==> config.mk <==
export PLATFORM = sky130hd
export DESIGN_NAME = lut_addsub_arb_i8
export DESIGN_NICKNAME = d
export VERILOG_FILES = /design/src/rtl/lut_addsub_arb_i8.sv
export SDC_FILE = /design/constraint.sdc
export NUM_CORES = 1
export LEC_CHECK = 0
export CAP_MARGIN = 10
export CORE_AREA = 2 2 87 89
export CTS_CLUSTER_DIAMETER = 120
export DETAILED_ROUTE_END_ITERATION = 8
export DIE_AREA = 0 0 89 91
export PLACE_DENSITY_LB_ADDON = 0.08
export SLEW_MARGIN = 25
export SYNTH_ARGS = -nofsm -noshare
export SYNTH_HDL_FRONTEND = slang
export SYNTH_SLANG_ARGS = --single-unit
==> constraint.sdc <==
create_clock -name clock -period 4.4 [get_ports clock]
set_input_delay 0.44 -clock clock [delete_from_list [all_inputs] [get_ports clock]]
set_output_delay 0.44 -clock clock [all_outputs]
set_load 0.1 [all_outputs]
==> src/rtl/lut_addsub_arb_i8.sv <==
`default_nettype none
// ============================================================================
// Module   : lut_addsub_arb_i8
// Purpose  : Round-robin arbiter and sequencer that shares one signed 8-bit
//            add/sub datapath among N requesters. One request is granted per
//            cycle. Its result is captured in a one-entry output register,
//            tagged with the requester index, and held until the consumer
//            accepts it.
// Ports    : clock, reset            - clock, synchronous active-high reset
//            req_valid/req_ready [N]  - per-requester handshake
//            req_a/req_b [8N]         - packed signed operands, lane i=[8i+:8]
//            req_op [N]               - 0 = a+b, 1 = a-b
//            rsp_valid/rsp_ready      - result handshake
//            rsp_y, rsp_id, rsp_ovf   - result, requester index, overflow
// Config   : `define LUT_ADDSUB_ARB_SAT_EN to saturate on signed overflow
//            (+ov -> 8'h7F, -ov -> 8'h80). rsp_ovf is reported either way.
// Revision : 1.0 - initial release
// ============================================================================
module lut_addsub_arb_i8 #(
    parameter int N   = 4,
    parameter int IDW = 3
) (
    input  logic             clock,
    input  logic             reset,
    input  logic [N-1:0]     req_valid,
    output logic [N-1:0]     req_ready,
    input  logic [8*N-1:0]   req_a,
    input  logic [8*N-1:0]   req_b,
    input  logic [N-1:0]     req_op,
    output logic             rsp_valid,
    input  logic             rsp_ready,
    output logic [7:0]       rsp_y,
    output logic [IDW-1:0]   rsp_id,
    output logic             rsp_ovf
);

    localparam int LW = (N > 1) ? $clog2(N) : 1;

    typedef enum logic [0:0] {
        S_EMPTY = 1'b0,
        S_FULL  = 1'b1
    } state_t;

    state_t          r_state_q;
    logic [LW-1:0]   r_last_q;
    logic [7:0]      r_y_q;
    logic [IDW-1:0]  r_id_q;
    logic            r_ovf_q;

    logic            w_space;
    logic            w_found;
    logic            w_accept;
    logic [LW-1:0]   w_grant;
    logic [LW:0]     w_cand;

    logic [7:0]      w_a;
    logic [7:0]      w_b;
    logic [7:0]      w_b_eff;
    logic            w_sub;
    logic [7:0]      w_wrap;
    logic            w_ovf;
    logic [7:0]      w_y;

    // Rotating priority search: candidates last+1, last+2, ... wrapping at N.
    // One extra bit on w_cand keeps last+k from overflowing before the wrap.
    always_comb begin
        w_found = 1'b0;
        w_grant = '0;
        w_cand  = '0;
        for (int k = 1; k <= N; k++) begin
            w_cand = {1'b0, r_last_q} + (LW+1)'(k);
            if (w_cand >= (LW+1)'(N)) begin
                w_cand = w_cand - (LW+1)'(N);
            end
            if (!w_found && req_valid[w_cand[LW-1:0]]) begin
                w_found = 1'b1;
                w_grant = w_cand[LW-1:0];
            end
        end
    end

    // The register can take a new result when empty or when it drains this cycle.
    assign w_space  = (r_state_q == S_EMPTY) | rsp_ready;
    // Reset gating keeps req_ready low during reset and blocks acceptance on the reset edge.
    assign w_accept = w_space & w_found & ~reset;

    always_comb begin
        req_ready = '0;
        if (w_accept) begin
            req_ready[w_grant] = 1'b1;
        end
    end

    // Shared datapath: subtraction as a + ~b + 1.
    assign w_a     = req_a[{w_grant, 3'b000} +: 8];
    assign w_b     = req_b[{w_grant, 3'b000} +: 8];
    assign w_sub   = req_op[w_grant];
    assign w_b_eff = w_sub ? ~w_b : w_b;
    assign w_wrap  = w_a + w_b_eff + {7'd0, w_sub};
    // Overflow iff the effective addends share a sign that the sum does not.
    assign w_ovf   = (w_a[7] == w_b_eff[7]) && (w_wrap[7] != w_a[7]);

`ifdef LUT_ADDSUB_ARB_SAT_EN
    // On overflow the true result has the sign of a.
    assign w_y = w_ovf ? (w_a[7] ? 8'h80 : 8'h7F) : w_wrap;
`else
    assign w_y = w_wrap;
`endif

    always_ff @(posedge clock) begin
        if (reset) begin
            r_state_q <= S_EMPTY;
            r_last_q  <= LW'(N - 1);
            r_y_q     <= 8'd0;
            r_id_q    <= '0;
            r_ovf_q   <= 1'b0;
        end else if (w_accept) begin
            // Covers both a plain load and a same-cycle drain-and-reload.
            r_state_q <= S_FULL;
            r_last_q  <= w_grant;
            r_y_q     <= w_y;
            r_id_q    <= IDW'(w_grant);
            r_ovf_q   <= w_ovf;
        end else if (rsp_ready) begin
            r_state_q <= S_EMPTY;
        end
    end

    assign rsp_valid = (r_state_q == S_FULL);
    assign rsp_y     = r_y_q;
    assign rsp_id    = r_id_q;
    assign rsp_ovf   = r_ovf_q;

endmodule
`default_nettype wire

**Yosys cells after proc, flatten, opt, wreduce, memory -nomap -nowiden**

Cells that the tools add are included.

- Register bits: 14
- Output and inout port bits: 17
- Word-level logic and storage cells: 72

- $add $sub $neg: 10
- $lt $le $gt $ge: 10
- Equal/unequal tests: 2
- Shift-type cells: 2
- Muxes and demuxes: 28
- Bitwise operators: 6
- Reduce and logical (&&, ||, !) cells: 9

Operator list:

| cell | number |
|---|---|
| $shiftx A32 B6 Y8 | 2 |
| $mux W2 | 8 |
| $lt A2 B3 Y1 const B | 5 |
| $ge A3 B3 Y1 const B | 4 |
| $mux W1 | 12 |
| $bmux W1 S2 | 5 |
| $add A8 B1 Y8 | 1 |
| $add A8 B8 Y8 | 1 |
| $mux W8 | 1 |
| $not A8 Y8 | 1 |
| $sub A2 B1 Y2 const B | 4 |
| $add A2 B2 Y3 const B | 2 |
| $logic_and A1 B1 Y1 | 5 |
| $mux W4 | 1 |
| $add A2 B1 Y3 const B | 1 |
| $add A2 B3 Y3 const B | 1 |
| $logic_not A1 Y1 | 3 |
| $and A1 B1 Y1 | 2 |
| $demux W1 S2 | 1 |
| $ge A2 B1 Y1 const B | 1 |
| $not A1 Y1 | 2 |
| $reduce_bool A2 Y1 | 1 |
| $eq A1 B1 Y1 | 1 |
| $ne A1 B1 Y1 | 1 |
| $or A1 B1 Y1 | 1 |

**Logic depth before layout (Yosys ltp)**

- Depth in word-level cells: 22
- Mapped depth: 17
- Gate-level depth less buffers: 15

**Worst setup path before layout**

OpenSTA, ideal clock, no wires.

- Kind: register -> output
- Start: register r_state_q (netlist: rsp_valid)
- End: output req_ready[2]
- Arrival: 4.209 ns
- Setup slack: -0.249 ns
- Cell stages (with the launch flop): 5
- Buffers on the path: 0
- Cell sequence: dfxtp_1 -> nand2b_1 -> a21boi_1 -> nand2b_1 -> nor4_1

- Longest elaborated chain between the ends: 5

RTL lines:

| what | line | text |
|---|---|---|
| from (decl) | 44 | `state_t r_state_q;` |
| from (signal assigned) | 112 | `r_state_q <= S_EMPTY;` |
| from (signal assigned) | 119 | `r_state_q <= S_FULL;` |
| from (signal assigned) | 125 | `r_state_q <= S_EMPTY;` |
| $not A1 Y1 | 83 | `assign w_space = (r_state_q == S_EMPTY) \| rsp_ready;` |
| $or A1 B1 Y1 | 83 |  |
| $and A1 B1 Y1 (2 in a row) | 85 | `assign w_accept = w_space & w_found & ~reset;` |
| $mux W4 | 89 | `if (w_accept) begin` |
| to (decl) | 26 | `output logic [N-1:0] req_ready,` |

No other way between the ends.

**Final worst setup path**

- Start: input req_valid[3]
- End: register r_ovf_q (netlist: rsp_ovf)

- Longest elaborated chain between the ends: 19

RTL lines:

| what | line | text |
|---|---|---|
| from (decl) | 25 | `input logic [N-1:0] req_valid,` |
| $bmux W1 S2 | 75 | `if (!w_found && req_valid[w_cand[LW-1:0]]) begin` |
| $mux W1 (implied by the code) | 75 |  |
| $mux W1 | 75 |  |
| $logic_not A1 Y1 | 75 |  |
| $logic_and A1 B1 Y1 | 75 |  |
| $mux W1 | 75 |  |
| $logic_not A1 Y1 | 75 |  |
| $logic_and A1 B1 Y1 | 75 |  |
| [... 3 more ...] | - |  |
| $mux W2 | 75 |  |
| $shiftx A32 B6 Y8 or $bmux W1 S2 (tied branches) | 96, 97 |  |
| $not A8 Y8 or $mux W1 (tied branches) | 98, 97 |  |
| $mux W8 | 98 | `assign w_b_eff = w_sub ? ~w_b : w_b;` |
| $add A8 B8 Y8 | 99 | `assign w_wrap = w_a + w_b_eff + {7'd0, w_sub};` |
| $add A8 B1 Y8 | 99 |  |
| $ne A1 B1 Y1 | 101 | `assign w_ovf = (w_a[7] == w_b_eff[7]) && (w_wrap[7] != w_a[7]);` |
| $logic_and A1 B1 Y1 | 101 |  |
| to (signal assigned) | 123 | `r_ovf_q <= w_ovf;` |
| to (decl) | 48 | `logic r_ovf_q;` |

Several ways; a longest one is shown, not always the timed one. The select of a mux whose other input is x is not followed.
A chain may end at the register's enable or synchronous reset.

==> out/qor.csv <==
stage,metric,value,unit
global_routing,grt_max_degree,29,
global_routing,grt.overflow.total,0,
floorplan,io_pins,92,
critical_path,crit_path_end_kind,flop,
drt,drtIter0Drc,67,
critical_path,cp-endpoint,rsp_ovf$_SDFFE_PP0P_,
critical_path,rrSetupSlack,660,ps
critical_path,cp_max_fo,9,
placement,portBuffers,90,
sta,skew,0.902,ps
global_routing,grt_pass1_wl,8.10,mm
worst_hold_path,hold_class,flop to flop,
critical_path,r2r-start,r_last_q[0]$_SDFFE_PP1P_,
floorplan,die_area,0.00810,mm^2
critical_path,required,4510,ps
global_routing,antenna_found_initial,0,
sta,finalSetupTns,0,ps
floorplan,die_y,91,um
sta,final-setup-viol-count,0,
floorplan,std_cell_rows,31,
sta,period_minus_slack,4080,ps
floorplan,start_util,22.5,%
layout,n_fill_cell,779,
layout,n_antenna_cell,0,
clock_tree,cts_hold_repair.buffers,0,
outcome,outcome,finished clean,
clock_tree,cts.htree.levels,1,
floorplan,fp.dieW,89,um
critical_path,critPathArrivalTime,4180,ps
clock_tree,cts_tree,yes,
global_routing,grt_pass1_vias,1728,
drt,vias_per_cell,4.48,
sta,worstMarginPinSlew,979,ps
critical_path,cp-start-kind,input pin,
layout,stdcell_count,398,
sta,whs,450,ps
drt,wl_per_cell,12.4,um
placement,dp_hpwl,4.21,mm
synthesis,yosysWarnings,0,
sta,max-slew-margin-rel,34.5,%
critical_path,reg2reg_to,rsp_ovf$_SDFFE_PP0P_,
pwr,p_leak,0.00107,uW
synthesis,synthTopCellsByArea,"dfxtp_1 17%, nand2_1 8.2%, a211oi_1 7.0%, a31oi_1 5.9%, and2_1 5.9%",
sta,hold_viol_final,0,
layout,area_delta_synth_final,68.0,%
sta,rsz0062_at_grt,no,
layout,drive_gt1_share,9.03,%
clock_tree,cts_resized,0,
layout,fin_util,37.8,%
pwr,ir_drop,0.000130,V
synthesis,synthMostInstantiatedCell,nand2_1,
floorplan,core_area,0.00714,mm^2
drt,drt-pass1-iter-count,4,
drt,vias,1783,
worst_hold_path,min_delay_path_depth,2,
global_routing,grt_util_all_layers,12.4,%
placement,gp_congestion,0.717,
synthesis,synth.largest_area_cell,dfxtp_1,
clock_tree,clk_pin_slew,60,ps
synthesis,synth_cells,211,
critical_path,critical_path_class,input pin to flop,
synthesis,synth_edf_count,0,
clock_tree,insertion_delay,250,ps
synthesis,synthTopCellsByCount,"35 x nand2_1, 15 x a211oi_1, 15 x a31oi_1, 15 x and2_1",
synthesis,syn_nets,293,
synthesis,synth_seq_cells,14,
clock_tree,root_buffer,clkbuf_8,
synthesis,netlist.area_leader.share,17.5,%
sta,max_freq,245,MHz
synthesis,ys_types,50,
synthesis,ys.flop_type,dfxtp_1,
critical_path,reg2regPathDepth,14,
layout,nets,382,
synthesis,syn_area_per_cell,7.60,um^2
drt,drc,0,
flow_run,maxCapViolCount,0,
pwr,total_power,1230,uW
drt,ant_nets,0,
critical_path,critPathLaunch,req_valid[3],
clock_tree,cts_max_path_buffers,2,
clock_tree,cts_num_sinks,14,
pwr,p_per_area,457,mW/mm^2
synthesis,synth_area,0.00160,mm^2
clock_tree,cts_setup_buffers,0,
sta,timing.final.crit_share,92.6,%
clock_tree,numCtsBuffers,3,
sta,drv_slew,0,
synthesis,async_flop_share,0,%
drt,wirelength,4.95,mm
placement,post-place-cells,394,
synthesis,synth_seq_area_share,17.5,%
## stage by stage
step	setup WS [ps]	cell area [um^2]
finish	325	2700
global route	147	2700
CTS	358	2700
detailed placement	106	2640
global placement	163	2640
floorplan	228	1610
## worst min path at each step
stage | from | end | slack [ps]
detailed placement | rsp_y[1]$_SDFFE_PP0P_ | rsp_y[1]$_SDFFE_PP0P_ | 450
global placement | rsp_y[3]$_SDFFE_PP0P_ | rsp_y[3]$_SDFFE_PP0P_ | 440
finish | rsp_y[3]$_SDFFE_PP0P_ | rsp_y[3]$_SDFFE_PP0P_ | 450
floorplan | r_last_q[1]$_SDFFE_PP1P_ | r_last_q[1]$_SDFFE_PP1P_ | 490
global route | rsp_y[3]$_SDFFE_PP0P_ | rsp_y[3]$_SDFFE_PP0P_ | 470
CTS | rsp_y[1]$_SDFFE_PP0P_ | rsp_y[1]$_SDFFE_PP0P_ | 450
## layout by cell type (no fill, tap or decap), types with 3 or more instances in the layout
master | Yosys | layout
mux2i_1 | 7 | 7
a21oi_1 | 8 | 8
nand2_1 | 35 | 35
mux4_2 | 4 | 4
ha_1 | 6 | 6
xnor2_1 | 5 | 5
inv_1 | 3 | 3
xor2_1 | 8 | 8
a211oi_1 | 15 | 15
clkbuf_8 | 0 | 4
and2_1 | 15 | 15
clkdlybuf4s50_1 | 0 | 86
a21o_1 | 8 | 8
buf_4 | 2 | 10
dfxtp_1 | 14 | 14
a31oi_1 | 15 | 15
nor3_1 | 5 | 5
o21ai_1 | 3 | 3
nor2_1 | 14 | 14
## report_power, final
group	leakage (uW)	internal [uW]	total, uW	switching (uW)
Combinational	0.000920	363	928	564
Sequential	0.000116	162	179	17.5
Clock	0.0000288	79.3	126	46.5
Total	0.00107	604	1230	628
## layer usage
layer  global-route usage, %  vias to the layer above  share of wire (%)
li1                        -                      945                  -
met1                    18.1                      770                 50
met2                    18.7                       64                 43
met3                    2.36                        4                6.5
met4                    3.11                        0               0.75
met5                       0                        -                  0
## flip-flops by register name, indices dropped and copies added (netlist names)
name       flops
rsp_y          8
rsp_valid      1
r_last_q       2
rsp_id         2
rsp_ovf        1
## critical path, cell delays in order
cell and delay, ps:
clkdlybuf4s50_1 490, nor2b_1 200, o21a_1 230, a211oi_4 360, mux4_2 540, xor2_1 300
ha_1 290, a21o_1 200, a21o_1 170, a21o_1 180, a21o_1 200, a21oi_1 130
o21ai_1 100, mux2i_1 240, a211oi_1 110
## cell families after synthesis
group           share of synthesized area (%)
simple gates                             25.7
compound gates                           26.2
buf+inv                                  4.99
xor+xnor                                 8.11
flops                                    17.5
mux                                      11.4
fa+ha+maj                                5.93
other cells                             0.234
## area by class of cell
class                   instances  area [um^2]  share of cell area (%)
flip-flops and latches         14          280                    10.4
well taps                      99          124                    4.60
repair buffers                 97          956                    35.5
multi-input cells             180         1260                    46.9
clock buffers                   4         55.1                    2.04
inverters                       4         15.0                   0.557
No activity file was read; power rests on OpenSTA's default activity.
